### config.mk
export PLATFORM = sky130hd
export DESIGN_NAME = sar_logic
export DESIGN_NICKNAME = d
export VERILOG_FILES = /design/src/rtl/sar_logic.sv
export SDC_FILE = /design/constraint.sdc
export NUM_CORES = 1
export LEC_CHECK = 0
export CAP_MARGIN = 20
export CORE_MARGIN = 10
export CORE_UTILIZATION = 53
export CTS_CLUSTER_SIZE = 14
export DETAILED_ROUTE_END_ITERATION = 10
export PLACE_DENSITY = 0.81
export SLEW_MARGIN = 10
export SYNTH_ARGS = -nofsm -noshare
export SYNTH_HDL_FRONTEND = slang
export SYNTH_SLANG_ARGS = --single-unit
### constraint.sdc
create_clock -name clk_ready -period 4.05 [get_ports clk_ready]
set_input_delay 0.405 -clock clk_ready [delete_from_list [all_inputs] [get_ports clk_ready]]
set_output_delay 0.405 -clock clk_ready [all_outputs]
set_load 0.1 [all_outputs]
### src/rtl/sar_logic.sv
// sar_logic -- successive-approximation control for the SAR ADC.
//
// The block synchronizes the sample phase from clk_gen. On the end of tracking
// it runs an MSB-first binary search that uses the comparator decision. The
// finished word is presented on a valid/ready handshake.
//
// Ports:
//   clk_ready    in   bit-cycling clock, all state changes on its rising edge
//   reset_n      in   asynchronous active-low reset
//   clk_sample   in   sample phase (high = tracking), asynchronous to clk_ready
//   comp_out     in   comparator decision, 1 = Vin >= DAC(trial code)
//   dac_code     out  trial code driven to the capacitive DAC
//   busy         out  high while converting
//   result       out  last completed conversion word
//   result_valid out  result holds an unconsumed word
//   result_ready in   consumer accepts result when valid & ready
//   overrun      out  sticky: a completed word overwrote an unconsumed one
//   abort        out  one-cycle pulse: conversion cut short by a new sample phase
module sar_logic #(
  parameter int num_bits = 4
) (
  input  logic                clk_ready,
  input  logic                reset_n,
  input  logic                clk_sample,
  input  logic                comp_out,
  output logic [num_bits-1:0] dac_code,
  output logic                busy,
  output logic [num_bits-1:0] result,
  output logic                result_valid,
  input  logic                result_ready,
  output logic                overrun,
  output logic                abort
);

  localparam int IW = (num_bits > 2) ? $clog2(num_bits) : 1;
  localparam logic [num_bits-1:0] MSB_ONLY = {1'b1, {(num_bits-1){1'b0}}};

  typedef enum logic [1:0] {S_IDLE, S_SAMPLE, S_CONV} state_e;

  state_e              state_q;
  logic                smp_m_q, smp_s_q, smp_d_q;
  logic [num_bits-1:0] dac_q, res_q, code_d;
  logic [IW-1:0]       bit_q;
  logic                busy_q, valid_q, ovr_q, abort_q;
  logic                smp_fall, smp_rise;

  assign smp_fall = smp_d_q & ~smp_s_q;
  assign smp_rise = ~smp_d_q & smp_s_q;

  // Resolve the current bit from the comparator, then arm the next lower trial bit.
  always_comb begin
    code_d = dac_q;
    for (int i = 0; i < num_bits; i++) begin
      if (i == int'(bit_q))          code_d[i] = comp_out;
      else if (i + 1 == int'(bit_q)) code_d[i] = 1'b1;
    end
  end

  always_ff @(posedge clk_ready or negedge reset_n) begin
    if (!reset_n) begin
      state_q <= S_IDLE;
      smp_m_q <= 1'b0;
      smp_s_q <= 1'b0;
      smp_d_q <= 1'b0;
      dac_q   <= '0;
      res_q   <= '0;
      bit_q   <= '0;
      busy_q  <= 1'b0;
      valid_q <= 1'b0;
      ovr_q   <= 1'b0;
      abort_q <= 1'b0;
    end else begin
      smp_m_q <= clk_sample;
      smp_s_q <= smp_m_q;
      smp_d_q <= smp_s_q;
      abort_q <= 1'b0;
      if (valid_q && result_ready) valid_q <= 1'b0;
      case (state_q)
        S_IDLE, S_SAMPLE: begin
          if (smp_fall) begin
            state_q <= S_CONV;
            dac_q   <= MSB_ONLY;
            bit_q   <= IW'(num_bits - 1);
            busy_q  <= 1'b1;
          end else if (state_q == S_IDLE && smp_s_q) begin
            state_q <= S_SAMPLE;
          end
        end
        S_CONV: begin
          // A new tracking phase wins over the decision, even on the last bit.
          if (smp_rise) begin
            state_q <= S_SAMPLE;
            dac_q   <= '0;
            busy_q  <= 1'b0;
            abort_q <= 1'b1;
          end else if (bit_q == '0) begin
            state_q <= S_IDLE;
            dac_q   <= '0;
            busy_q  <= 1'b0;
            res_q   <= code_d;
            // The completion overrides the clear above. A word that is accepted on
            // this same edge is not lost, so overrun is not set for it.
            valid_q <= 1'b1;
            if (valid_q && !result_ready) ovr_q <= 1'b1;
          end else begin
            dac_q <= code_d;
            bit_q <= bit_q - IW'(1);
          end
        end
        default: state_q <= S_IDLE;
      endcase
    end
  end

  assign dac_code     = dac_q;
  assign busy         = busy_q;
  assign result       = res_q;
  assign result_valid = valid_q;
  assign overrun      = ovr_q;
  assign abort        = abort_q;

endmodule
Word level (Yosys, flattened, before mapping):

Index checks and enable logic that the tools add are counted.
Widths: inputs -> output; s select.

* flip-flop bits (word level): 19
* input port bits: 5
* logic and storage cells: 72

* bitwise logic cells: 5
* equality and inequality tests: 10
* mux-type cells: 30
* $add $sub $neg: 1
* reduce and logical (&&, ||, !) cells: 15

Operators with widths (number)
* $mux 1: 16
* $mux 2: 7
* $mux 4: 3
* $pmux 2 s2: 2
* $pmux 4 s2: 1
* $reduce_and 4->1: 2
* $logic_not 2->1: 3
* $ne 2x2->1 const B: 3
* $ne 3x3->1 const B: 2
* $reduce_and 3->1: 2
* $eq 2x2->1 const A: 2
* $reduce_and 2->1: 2
* $logic_and 1x1->1: 3
* $not 1->1: 3
* $and 1x1->1: 2
* $eq 1x2->1 const A: 1
* $eq 2x1->1 const B: 1
* $eq 2x2->1 const B: 1
* $pmux 1 s2: 1
* $reduce_bool 2->1: 1
* $reduce_or 2->1: 1
* $sub 2x1->2 const B: 1
* $logic_not 1->1: 1

Longest topological paths before layout:

Gate-level depths: netlist of run 1.

* word-level depth: 6
* mapped depth: 5
* depth with buffers taken out: 5

Least setup slack after synthesis of run 1:

No wires, ideal clock.

* kind: register -> register
* start point: reg dac_q[3] (netlist: dac_code[3])
* end point: reg res_q[3] (netlist: result[3])
* buffers on the path: 0
* setup time: 0.126 ns
* arrival time: 1.405 ns
* setup slack: 2.519 ns
* stages on the path, launching flop included: 3
* path through: dfrtp_1 -> mux2_2 -> mux2_4

* cells in the longest elaborated chain, start to end: 1

Ends and longest elaborated chain
* start: declaration: line 42 `logic [num_bits-1:0] dac_q, res_q, code_d;`
* start signal: assignment: line 106 `dac_q <= code_d;`
* $mux 1: line 54 `if (i == int'(bit_q)) code_d[i] = comp_out;`
* end signal: assignment: line 100 `res_q <= code_d;`
* end: declaration: line 42

No other way between the ends.
A chain may end at the register's enable or synchronous reset.

Worst setup path in the final report of run 1:

* start point: reg dac_q[1] (netlist: dac_code[1])
* end point: out dac_code[1]

RTL lines
* end: declaration: line 26 `output logic [num_bits-1:0] dac_code,`

No word-level cell between the ends.

==> impl_metrics.ini, run 1 <==
[outcome]
outcome = completed

[placed_design]
dpl.cell_count = 101
place.gp.congestion = 0.7906
dpl.hpwl_um = 1312
place.port_buffers = 16

[timing]
final_report_setup_violation_count = 0
grt_setup_unrepaired = no
final-hold-violation-count = 0
fin_setup_tns_ps = 0
period_needed_ps = 2258
maxSlewHeadroom = 0.3456
tightestPinTransition_ps = 978.5
finalClockSkew_ps = 9.992
post-route-period-util = 0.5575
fmax_mhz = 442.9
slew_viol_final = 0

[floorplan]
io-pin-count = 17
die_height_um = 60.97
die_area_mm2 = 0.003717
die-width_um = 60.97
core_mm2 = 0.001541
fp-row-count = 14
initial_core_util = 0.5771

[finish]
antenna-diode-count = 0
layout_area_overhead_pct = 21.94
instances_no_fill = 105
nNetsFinal = 99
sequential_cell_area_um2 = 475.5
multi_input_area_um2 = 387.9
layout-drive-gt1-share = 0.1573
fillers = 112

[clock_tree]
ctsResizeCount = 0
post-cts-setup-buffer-count = 0
clock_tree_from_tritoncts = built
h-tree-depth = 1
clockBufferDepth = 2
cts_hold_buffers = 0
insertion_delay_ps = 300
path_clk_slew_ps = 110
clock_tree.root_cell = clkbuf_4
numCtsBuffers = 3
cts_num_sinks = 19

[critical_path]
regToRegEndpoint = result[3]$_DFFE_PN0P_
critical_path.endpoint_type = output port
timing.critical_path.cells = clkdlybuf4s50_1
highest_net_fanout_along_the_worst_path = 3
worst_path_max_delay_cell = clkdlybuf4s50_1
critical-path-top-delay-family = buffers and inverters
cp_data_required_time_ps = 3640
reg2reg_from = bit_q[0]$_DFFE_PN0P_
timing.reg2reg.worst_path_depth = 4
worst-setup-path-type = register to output port
startpoint_type = register
critPathBufInv = 1
regToRegSetupSlack_ps = 2370
arr_time_crit_path_ps = 1850
max_stage_delay_ps = 1160

[drt]
highest_routed_metal_layer = met4
drt_first_iter_violations = 9
routed_via_density = 5.686
post-route-drc-count = 0
via_count = 597
detail_route.wl_per_cell_um = 15.98
final_antenna_net_count = 0
route.met3.wl_um = 122
detail_route.first_pass.iterations = 5
route.layer.met1.wl_um = 749
wl_met2_um = 769
detail_route.wirelength_um = 1678

[grt]
grt_start_max_net_pins = 20
grtUsageTotal = 0.1021
grt_remaining_overflow = 0
antenna_found_initial = 0
wire_length_of_the_first_global_routing_pass_um = 2829
grt_pass1_vias = 585

[synth]
cell_types_with_the_largest_area_share_after_synthesis = dfrtp_1 (53%), mux2_4 (6.8%), ha_1 (5.6%)
synth_enable_flop_cells = 0
list_of_most_frequent_post_synthesis_cells = dfrtp_1 (19), nor2_1 (6), o21ai_0 (6)
postSynthNetCount = 79
avgSynthCellArea_um2 = 12.71
synth.yosys.seq_area_share = 0.5345
post_synth_num_cell_types = 26
yosys_warnings = 0
synthesis.area_um2 = 889.6
netlist.area_leader.share = 0.5345
ys_ff_latch = 19
synth_flop_cell = dfrtp_1
synth.largest_area_cell = dfrtp_1
syn_inst = 70
synth-async-reset-ratio = 1.000
synth_most_common_cell = dfrtp_1

[pwr]
maximum_vdd_drop_uv = 598.5
power.share.clock = 0.109
total_net_switching_power_uw = 444.9
pwr_cell_area_mw_per_mm2 = 795.4
combinationalPowerShare = 0.571
sequentialPowerShare = 0.320
internal_power_uw = 417.9
switching_share = 0.5156
total_leakage_power_nw = 0.4967

[hold_path]
hold_start = smp_m_q$_DFF_PN0_
timing.hold.worst.class = register to register
holdPathStages = 0
worst_hold_path.endpoint = smp_s_q$_DFF_PN0_

[run]
max_cap_viol_count = 0
-- cells by family (layout without fill, tap and decap cells) --
| kind of cell | count (synthesis) | after routing | share of synthesized area |
|---|---|---|---|
| AND/OR/NAND/NOR | 20 | 20 | 0.1519 |
| flip-flops | 19 | 19 | 0.5345 |
| AO/OA/AOI/OAI | 16 | 16 | 0.1364 |
| multiplexers | 6 | 6 | 0.09142 |
| buffers and inverters | 5 | 24 | 0.02953 |
| adder cells (fa/ha/maj) | 4 | 4 | 0.05626 |
-- final cells by class --
class                      instances  share of cell area
multi-input combinational         46              0.3576
inverter                           4             0.01384
clock buffer                       4             0.02422
timing repair buffer              16              0.1476
sequential                        19              0.4383
tap                               16             0.01845
-- cells in the final DEF (no fill, tap or decap) --
| master | netlist | layout |
|---|---|---|
| a21o_1 | 2 | 2 |
| a22o_1 | 3 | 3 |
| a31o_2 | 1 | 1 |
| and2b_1 | 1 | 1 |
| and3_1 | 1 | 1 |
| clkbuf_1 | 0 | 1 |
| clkbuf_4 | 0 | 3 |
| clkdlybuf4s50_1 | 0 | 16 |
| dfrtp_1 | 19 | 19 |
| ha_1 | 4 | 4 |
| inv_1 | 4 | 4 |
| mux2_2 | 1 | 1 |
| mux2_4 | 4 | 4 |
| mux2i_1 | 1 | 1 |
| nand2_1 | 3 | 3 |
| nand2b_1 | 2 | 2 |
| nand4b_1 | 2 | 2 |
| nor2_1 | 6 | 6 |
| nor2b_4 | 1 | 1 |
| nor3_4 | 1 | 1 |
| nor3b_2 | 1 | 1 |
| o21a_1 | 1 | 1 |
| o21ai_0 | 6 | 6 |
| o22a_1 | 1 | 1 |
| o31a_1 | 1 | 1 |
| o32ai_2 | 1 | 1 |
| or2_2 | 1 | 1 |
| or3b_1 | 1 | 1 |
-- per-stage QoR --
stage,instance area [um^2],power [mW],setup slack [ps],utilization,hold slack [ps]
6_report,1085,0.8628,1792,0.7037,360.2
5_1_grt,1085,0.9070,1735,0.7037,365.8
4_1_cts,1085,0.8708,1779,0.7037,362.9
3_5_place_dp,1059,0.7772,2119,0.6867,340.3
3_3_place_gp,1059,0.7671,2152,0.6867,334.3
2_1_floorplan,889.6,0.6604,2519,-,109.4
-- worst register-to-register path: stages (launching register included) --
cell and delay (ps):
dfrtp_1 440, inv_1 100, ha_1 290, and3_1 400
mux2_4 330
-- worst max-delay path by stage --
stage | start | endpoint | slack, ps | cells past startpoint
floorplan | dac_code[3]$_DFFE_PN0P_ | result[3]$_DFFE_PN0P_ | 2520 | 2
global placement | dac_code[1]$_DFFE_PN0P_ | dac_code[1] | 2150 | 1
detailed placement | dac_code[1]$_DFFE_PN0P_ | dac_code[1] | 2120 | 1
CTS | dac_code[1]$_DFFE_PN0P_ | dac_code[1] | 1780 | 1
global route | dac_code[1]$_DFFE_PN0P_ | dac_code[1] | 1730 | 1
finish | dac_code[1]$_DFFE_PN0P_ | dac_code[1] | 1790 | 1
-- sequential cells by signal (all words and copies together) (netlist names) --
register,count
abort,1
smp_s_q,1
dac_code,4
result_valid,1
overrun,1
smp_d_q,1
smp_m_q,1
state_q,2
result,4
bit_q,2
busy,1
-- power groups by stage --
| stage | logic, mW | registers (mW) | clock network, mW |
|---|---|---|---|
| floorplan | 0.129 | 0.531 | 0 |
| global placement | 0.491 | 0.276 | 0 |
| detailed placement | 0.496 | 0.281 | 0 |
| CTS | 0.497 | 0.277 | 0.0964 |
| global route | 0.518 | 0.286 | 0.103 |
| finish | 0.493 | 0.276 | 0.0941 |
-- routing by layer --
metal,global-route usage,vias up
li1,-,286
met1,0.1201,291
met2,0.1659,15
met3,0.02505,5
met4,0.05643,0
met5,0,-
(Power assumes the default switching activity.)
==> run 2: changes to the inputs <==
--- a/config.mk
+++ b/config.mk
@@ -7,10 +7,10 @@
 export LEC_CHECK = 0
 export CAP_MARGIN = 20
 export CORE_MARGIN = 10
-export CORE_UTILIZATION = 53
+export CORE_UTILIZATION = 49
 export CTS_CLUSTER_SIZE = 14
 export DETAILED_ROUTE_END_ITERATION = 10
-export PLACE_DENSITY = 0.81
+export PLACE_DENSITY = 0.76
 export SLEW_MARGIN = 10
 export SYNTH_ARGS = -nofsm -noshare
 export SYNTH_HDL_FRONTEND = slang
==> constraint.sdc (replaced) <==
create_clock -name clk_ready -period 2.3 [get_ports clk_ready]
set_input_delay 0.23 -clock clk_ready [delete_from_list [all_inputs] [get_ports clk_ready]]
set_output_delay 0.23 -clock clk_ready [all_outputs]
set_load 0.1 [all_outputs]
==> impl_metrics.ini, run 2 (same netlist as run 1, synthesis figures left out) <==
[outcome]
outcome = completed

[drt]
routed_via_density = 5.287
drt_first_iter_violations = 12
via_count = 608
detail_route.wirelength_um = 1652
post-route-drc-count = 0
final_antenna_net_count = 0
detail_route.first_pass.iterations = 4
detail_route.wl_per_cell_um = 14.37

[critical_path]
critical_path.endpoint_type = register
arr_time_crit_path_ps = 1870
worst-setup-path-type = register to register
cp_data_required_time_ps = 2500
startpoint_type = register
highest_net_fanout_along_the_worst_path = 6
regToRegSetupSlack_ps = 630

[placed_design]
dpl_cell_area_mm2 = 0.001047
place.gp.congestion = 0.7230
place.port_buffers = 16
dpl.hpwl_um = 1270

[grt]
antenna_found_initial = 0
grtUsageTotal = 0.09484
wire_length_of_the_first_global_routing_pass_um = 3036
grt_pass1_vias = 646
grt_remaining_overflow = 0
grt_start_max_net_pins = 20

[clock_tree]
path_clk_slew_ps = 110
post-cts-setup-buffer-count = 0
insertion_delay_ps = 320
h-tree-depth = 1
clock_tree_from_tritoncts = built
numCtsBuffers = 3
cts_num_sinks = 19
ctsResizeCount = 0
cts_hold_buffers = 0
clock_tree.root_cell = clkbuf_4
clockBufferDepth = 2

[finish]
fillers = 157
mostFrequentLayoutCells = dfrtp_1 (19), buf_4 (13), nor2_1 (6), o21ai_0 (6)
layout-drive-gt1-share = 0.3111
layout_area_overhead_pct = 20.82
sequential_cell_area_um2 = 475.5
multi_input_area_um2 = 387.9
commonest_non_fill_non_tap_cell_in_the_layout = dfrtp_1
nNetsFinal = 100
postLayoutCellArea_mm2 = 0.001075
antenna-diode-count = 0

[run]
max_cap_viol_count = 0

[floorplan]
die_area_mm2 = 0.003920
io-pin-count = 17
fp-row-count = 15
die_height_um = 62.61
initial_core_util = 0.5152
core_mm2 = 0.001727
die-width_um = 62.61

[timing]
period_needed_ps = 1668
finalClockSkew_ps = 11.08
fmax_mhz = 599.4
slew_viol_final = 0
final-hold-violation-count = 0
grt_setup_unrepaired = no
fin_setup_tns_ps = 0
post-route-period-util = 0.7253
maxSlewHeadroom = 0.6459
final_report_setup_violation_count = 0
tightestPinTransition_ps = 528.8

[pwr]
pwr_cell_area_mw_per_mm2 = 1408
design_power_total_mw = 1.513
total_leakage_power_nw = 0.5238
maximum_vdd_drop_uv = 778.9

[hold_path]
timing.hold.worst.class = input port to async pin
run 2: changes by cell type in the layout (fill, tap and decap cells not counted), sizes merged:
| cell | before | now |
|---|---|---|
| clkbuf | 4 | 3 |
| buf | 0 | 13 |
| clkinv | 0 | 1 |
| clkdlybuf4s50 | 16 | 4 |
run 2: where the power goes:
group	switching (mW)	total, mW	internal, mW
clock	0.112	0.177	0.0652
combinational	0.619	0.848	0.229
sequential	0.0709	0.489	0.418
run 2: final timing paths:
kind,to,startpoint,cells past startpoint
max,result[0]$_DFFE_PN0P_,bit_q[0]$_DFFE_PN0P_,4
min,dac_code[1]$_DFFE_PN0P_,reset_n,2
max reg2reg,result[0]$_DFFE_PN0P_,bit_q[0]$_DFFE_PN0P_,4
min reg2reg,smp_s_q$_DFF_PN0_,smp_m_q$_DFF_PN0_,0
max in group asynchronous,state_q[1]$_DFFE_PN0P_,reset_n,2
min in group clk_ready,smp_m_q$_DFF_PN0_,clk_sample,1
run 2: worst max-delay path, stage by stage (launching register included):
cell and delay, ps:
dfrtp_1 440, inv_1 100, ha_1 280, and3_1 390, mux2_4 330
run 2: cell type report:
type / count / share of cell area
flip-flops and latches: 19 / 0.4424
multi-input cells: 46 / 0.3609
well taps: 25 / 0.02910
repair buffers: 17 / 0.1281
clock inverters: 1 / 0.004657
inverters: 4 / 0.01397
clock buffers: 3 / 0.02095
run 2: through the flow:
step | std cells | hold slack, ps | utilization | worst slack, ps
after floorplan | 70 | -65.59 | - | 768.9
after global placement | 111 | 337.9 | 0.6065 | 714.2
after detailed placement | 111 | 347.8 | 0.6065 | 650.0
after CTS | 115 | 244.8 | 0.6225 | 635.6
after global routing | 115 | 251.8 | 0.6225 | 522.4
final | 115 | 232.4 | 0.6225 | 631.7
run 2: layer usage:
metal | track usage | wire [um]
met2 | 0.1436 | 745
met5 | 0 | 0
met3 | 0.03584 | 129
met4 | 0.05866 | 48
met1 | 0.1101 | 728
